--- config.mk ---
export PLATFORM = sky130hd
export DESIGN_NAME = stopwatch_display
export DESIGN_NICKNAME = d
export VERILOG_FILES = /design/src/rtl/stopwatch_pkg.sv /design/src/rtl/seg7_decode.sv /design/src/rtl/stopwatch_display.sv
export SDC_FILE = /design/constraint.sdc
export NUM_CORES = 1
export LEC_CHECK = 0
export ABC_AREA = 0
export ABC_CLOCK_PERIOD_IN_PS = 2500
export BUFFER_PORTS_ARGS = -buffer_cell sky130_fd_sc_hd__buf_2
export CORE_UTILIZATION = 55
export CTS_CLUSTER_DIAMETER = 60
export DETAILED_ROUTE_END_ITERATION = 6
export MAX_ROUTING_LAYER = met4
export PLACE_DENSITY = 0.81
export SLEW_MARGIN = 20
export SYNTH_ARGS = -nofsm -noshare
export SYNTH_HDL_FRONTEND = slang
export SYNTH_SLANG_ARGS = --single-unit
--- constraint.sdc ---
create_clock -name clk -period 2.5 [get_ports clk]
set_input_delay 0 -clock clk [delete_from_list [all_inputs] [get_ports clk]]
set_output_delay 0 -clock clk [all_outputs]
set_load 0.005 [all_outputs]
--- src/rtl/stopwatch_pkg.sv ---
// rtl/stopwatch_pkg.sv - shared types, constants and helpers for the stopwatch display
package stopwatch_pkg;

    typedef enum logic [1:0] {IDLE, SHIFT, COMMIT} state_t;

    localparam int DIGITS   = 4;
    localparam int BIN_W    = 7;
    localparam int BCD_MAX  = 99;
    localparam int DP_DIGIT = 2;

    localparam logic [BIN_W-1:0] BCD_MAX_B = BIN_W'(BCD_MAX);

    localparam logic [6:0] SEG_0     = 7'h3F;
    localparam logic [6:0] SEG_1     = 7'h06;
    localparam logic [6:0] SEG_2     = 7'h5B;
    localparam logic [6:0] SEG_3     = 7'h4F;
    localparam logic [6:0] SEG_4     = 7'h66;
    localparam logic [6:0] SEG_5     = 7'h6D;
    localparam logic [6:0] SEG_6     = 7'h7D;
    localparam logic [6:0] SEG_7     = 7'h07;
    localparam logic [6:0] SEG_8     = 7'h7F;
    localparam logic [6:0] SEG_9     = 7'h6F;
    localparam logic [6:0] SEG_BLANK = 7'h00;

    // One double-dabble iteration on a two-digit accumulator: add-3 correction, then shift in msb.
    function automatic logic [7:0] dabble_step(input logic [7:0] bcd, input logic msb);
        logic [7:0] adj;
        adj = bcd;
        if (adj[3:0] >= 4'd5) adj[3:0] = adj[3:0] + 4'd3;
        if (adj[7:4] >= 4'd5) adj[7:4] = adj[7:4] + 4'd3;
        return {adj[6:0], msb};
    endfunction

    function automatic logic [BIN_W-1:0] clamp_field(input logic [BIN_W-1:0] v);
        return (v > BCD_MAX_B) ? BCD_MAX_B : v;
    endfunction

endpackage

--- src/rtl/seg7_decode.sv ---
// rtl/seg7_decode.sv - BCD digit to active-high {g,f,e,d,c,b,a} segment pattern
module seg7_decode
    import stopwatch_pkg::*;
(
    input  logic [3:0] bcd,
    output logic [6:0] seg
);

    always_comb begin
        seg = SEG_BLANK;
        case (bcd)
            4'd0:    seg = SEG_0;
            4'd1:    seg = SEG_1;
            4'd2:    seg = SEG_2;
            4'd3:    seg = SEG_3;
            4'd4:    seg = SEG_4;
            4'd5:    seg = SEG_5;
            4'd6:    seg = SEG_6;
            4'd7:    seg = SEG_7;
            4'd8:    seg = SEG_8;
            4'd9:    seg = SEG_9;
            default: seg = SEG_BLANK;
        endcase
    end

endmodule

--- src/rtl/stopwatch_display.sv ---
// rtl/stopwatch_display.sv - MM.SS 7-segment driver with clamping, sequential BCD conversion and scan
module stopwatch_display
    import stopwatch_pkg::*;
#(
    parameter int SCAN_DIV    = 1000,
    parameter bit LZ_SUPPRESS = 1'b1
) (
    input  logic                  clk,
    input  logic                  rst,
    input  logic [2*BIN_W-1:0]    time_in,
    input  logic                  hold,
    input  logic                  blank,
    output logic [6:0]            seg,
    output logic [DIGITS-1:0]     an,
    output logic                  dp,
    output logic                  busy,
    output logic [1:0]            ovf
);

    localparam int PW = (SCAN_DIV > 1) ? $clog2(SCAN_DIV) : 1;
    localparam int IW = $clog2(DIGITS);

    state_t           state;
    logic [2:0]       cnt;
    logic [BIN_W-1:0] bin_min, bin_sec;
    logic [7:0]       acc_min, acc_sec;
    logic [1:0]       clamp;
    logic [7:0]       disp_min, disp_sec;

    logic [PW-1:0]    presc;
    logic [IW-1:0]    idx;
    logic [3:0]       digit;
    logic [6:0]       seg_dec;

    // Conversion FSM: sample/clamp, seven shift-add-3 steps, then an atomic commit.
    always_ff @(posedge clk) begin
        if (rst) begin
            state    <= IDLE;
            cnt      <= 3'd0;
            bin_min  <= '0;
            bin_sec  <= '0;
            acc_min  <= 8'd0;
            acc_sec  <= 8'd0;
            clamp    <= 2'b00;
            disp_min <= 8'd0;
            disp_sec <= 8'd0;
            ovf      <= 2'b00;
            busy     <= 1'b0;
        end else begin
            case (state)
                IDLE: begin
                    if (!hold) begin
                        bin_min <= clamp_field(time_in[2*BIN_W-1:BIN_W]);
                        bin_sec <= clamp_field(time_in[BIN_W-1:0]);
                        clamp   <= {time_in[2*BIN_W-1:BIN_W] > BCD_MAX_B,
                                    time_in[BIN_W-1:0] > BCD_MAX_B};
                        acc_min <= 8'd0;
                        acc_sec <= 8'd0;
                        cnt     <= 3'd0;
                        busy    <= 1'b1;
                        state   <= SHIFT;
                    end
                end
                SHIFT: begin
                    acc_min <= dabble_step(acc_min, bin_min[BIN_W-1]);
                    acc_sec <= dabble_step(acc_sec, bin_sec[BIN_W-1]);
                    bin_min <= {bin_min[BIN_W-2:0], 1'b0};
                    bin_sec <= {bin_sec[BIN_W-2:0], 1'b0};
                    cnt     <= cnt + 3'd1;
                    if (cnt == 3'(BIN_W - 1)) state <= COMMIT;
                end
                COMMIT: begin
                    disp_min <= acc_min;
                    disp_sec <= acc_sec;
                    ovf      <= clamp;
                    busy     <= 1'b0;
                    state    <= IDLE;
                end
                default: state <= IDLE;
            endcase
        end
    end

    always_comb begin
        digit = 4'd0;
        case (idx)
            2'd0:    digit = disp_sec[3:0];
            2'd1:    digit = disp_sec[7:4];
            2'd2:    digit = disp_min[3:0];
            default: digit = disp_min[7:4];
        endcase
    end

    seg7_decode u_decode (
        .bcd (digit),
        .seg (seg_dec)
    );

    // Scan never stalls; blanking only masks the registered outputs.
    always_ff @(posedge clk) begin
        if (rst) begin
            presc <= '0;
            idx   <= '0;
            seg   <= 7'd0;
            an    <= '0;
            dp    <= 1'b0;
        end else begin
            if (presc == PW'(SCAN_DIV - 1)) begin
                presc <= '0;
                idx   <= idx + IW'(1);
            end else begin
                presc <= presc + PW'(1);
            end

            if (blank) begin
                seg <= 7'd0;
                an  <= '0;
                dp  <= 1'b0;
            end else begin
                an  <= DIGITS'(1) << idx;
                seg <= (LZ_SUPPRESS && idx == IW'(DIGITS - 1) && disp_min[7:4] == 4'd0)
                       ? SEG_BLANK : seg_dec;
                dp  <= (idx == IW'(DP_DIGIT));
            end
        end
    end

endmodule

==> flow_summary.json <==
{
  "switching_share_pct": 23.0,
  "synthDominantCellAreaShare_pct": 44.9,
  "vias": 3007,
  "first_pass_iters": 5,
  "die_area_sq_mm": 0.00680,
  "dr_wl_met3_um": 376,
  "hold_viol": 0,
  "setup_viol": 0,
  "cts_tree": "done",
  "yosysUniqueCellTypes": 42,
  "maxUsedRoutingLayer": "met4",
  "cts_root_buf": "clkbuf_8",
  "fin_crit_sh_pct": 87.1,
  "gp_congestion": 0.793,
  "power_switching_uw": 544,
  "cp-start-kind": "flop",
  "routed_wirelength_mm": 7.33,
  "setup_tns_ns": 0,
  "leakagePower_nw": 1.59,
  "die_y_um": 82.5,
  "ys_seq_elements": 80,
  "wl_per_cell_um": 13.7,
  "synth_edf_count": 0,
  "std_cell_rows": 28,
  "rsz0062_at_grt": "no",
  "cts_max_path_buffers": 2,
  "cts_resized": 0,
  "slew_headroom_pct": 40.1,
  "syn_nets": 462,
  "drcViolationCount": 0,
  "setup_slack_ns": 0.323,
  "die_w_um": 82.5,
  "yosysWarnings": 0,
  "maxSlewViolCount": 0,
  "worstPathRequired_ns": 2.71,
  "clk_latency_ns": 0.35,
  "worst_pin_slew_ns": 0.899,
  "area_growth_pct": 12.6,
  "syn_area_sq_mm": 0.00356,
  "syn_avg_cell_area_sq_um": 8.42,
  "antenna_cells": 0,
  "fin_skew_ns": 0.00667,
  "htreeDepth": 3,
  "peakVddDrop_mv": 0.520,
  "period_minus_slack_ns": 2.18,
  "maxCapViolCount": 0,
  "start_util_pct": 58.5,
  "grt_start_max_net_pins": 63,
  "power_mw": 2.36,
  "combPwrFrac_pct": 7.5,
  "wl_met2_mm": 3.72,
  "synth.most_common_cell": "dfxtp_1",
  "crit_fanout": 7,
  "via_per_inst": 5.61,
  "portBuffers": 32,
  "power.density_cell_area_mw_per_mm2": 588,
  "p_int_mw": 1.82,
  "synthCells": 423,
  "crit_arrival_ns": 2.39,
  "io_pins": 33,
  "postRouteAntennaNets": 0,
  "final_core_util_pct": 65.8,
  "status": "finished, final reports clean",
  "seq_area_frac_synth_pct": 44.9,
  "wl_met1_mm": 3.11,
  "cts_made_buffers": 9,
  "fin_nets": 497,
  "grt_pass1_vias": 2737,
  "cts.reportedPaths.clkPinSlew_ns": 0.07,
  "antenna_found_initial": 0,
  "synth_common_cells": "dfxtp_1, nor2_1, nand2_1, a21oi_1",
  "critPathKind": "flop to flop",
  "grtUsageTotal_pct": 24.5,
  "endpoint_kind": "flop",
  "p_seq_share_pct": 56.5,
  "max_freq_mhz": 459,
  "yosysTopAreaCell": "dfxtp_1",
  "grt_overflow_total": 0,
  "dp_hpwl_mm": 4.87,
  "netlist_top_cells_area": "dfxtp_1, ha_1, a21oi_1, nor2_1, nand2_1",
  "cts_sinks": 80,
  "clkPwrFrac_pct": 36.0,
  "hold_path.class": "primary input to flop",
  "ys.flop_type": "dfxtp_1",
  "drtIter0Drc": 145,
  "pre_cts_ws_ns": 0.351,
  "grt_pass1_wl_mm": 12.1,
  "drive_gt1_share_pct": 11.5,
  "core_sq_mm": 0.00610,
  "ys_async_sr_fraction_pct": 0
}
## logic make-up (layout without fill, tap and decap cells)
| group | Yosys count | after routing | synth area share (%) |
|---|---|---|---|
| xor gates and xnor gates | 15 | 15 | 3.69 |
| buffers and inverters | 45 | 83 | 5.58 |
| adders and majority gates | 21 | 21 | 7.37 |
| and+or+nand+nor | 157 | 157 | 19.4 |
| muxes | 5 | 5 | 1.40 |
| AOI/OAI and AO/OA | 100 | 100 | 17.6 |
| DFF | 80 | 80 | 44.9 |
## path summary, 6_finish.rpt
path	start	to	slack, ns	depth (start not counted)
max	idx[1]$_SDFFE_PP0N_	seg[4]$_SDFF_PP0_	0.32	9
min	time_in[1]	bin_sec[1]$_SDFFE_PP0P_	0.008	3
max reg2reg	idx[1]$_SDFFE_PP0N_	seg[4]$_SDFF_PP0_	0.32	9
min reg2reg	presc[0]$_SDFF_PP0_	presc[0]$_SDFF_PP0_	0.44	1
## state kept, by name, summed over array words and instances, names as in the netlist
name      cells
presc        10
acc_min       8
acc_sec       8
disp_min      8
disp_sec      8
bin_min       7
bin_sec       7
seg           7
an            4
cnt           3
clamp         2
idx           2
ovf           2
state         2
busy          1
dp            1
## cell type report
type,count,area [sq um]
Clock buffer,14,173
Fill cell,510,2080
Inverter,22,82.6
Multi-Input combinational cell,298,1760
Sequential cell,80,1600
Tap cell,75,93.8
Timing Repair Buffer,47,300
## worst max-delay path, cell delays in order (launching register included)
cell      delay [ns]
dfxtp_1         0.42
inv_1           0.10
ha_1            0.23
a222oi_1        0.36
mux2i_1         0.24
ha_1            0.24
a221oi_1        0.22
nor2_1          0.06
o21ai_0         0.08
a21oi_1         0.08
## through the flow
step,cells,hold slack [ns],cell area (sq um)
2_1_floorplan,423,0.0771,3560
3_3_place_gp,511,0.196,3730
3_5_place_dp,511,0.196,3730
4_1_cts,536,0.00951,4010
5_1_grt,536,0.0328,4010
6_report,536,0.00756,4010
## placed cells by master (no fill, tap or decap), drive strengths merged, types with 11 or more instances in the layout
cell and n:
o21ai 13, nor2 56, nor3 16, dlygate4sd3 11
a22oi 11, xnor2 12, ha 21, a21oi 52
inv 22, nand2 54, buf 36, clkbuf 14
dfxtp 80
## layer usage
metal	global-route usage, %	vias up
met2	41.6	75
met4	8.10	0
li1	-	1520
met1	27.5	1396
met3	7.36	16
met5	-	-
## power groups by stage
stage	sequential (mW)	clock (mW)	combinational (mW)
after CTS	1.33	0.868	0.176
after floorplan	1.35	0	0.119
after detailed placement	1.36	0	0.163
after global routing	1.34	0.927	0.201
final	1.33	0.850	0.177
after global placement	1.36	0	0.157
## timing repair
| item | in CTS | in global routing |
|---|---|---|
| setup buffers | 0 | 0 |
| hold buffers | 11 | 0 |
| setup endpoints to repair | 0 | 0 |
| hold endpoints to repair | 11 | 0 |
Note: power is estimated with default switching activity, not from simulation.
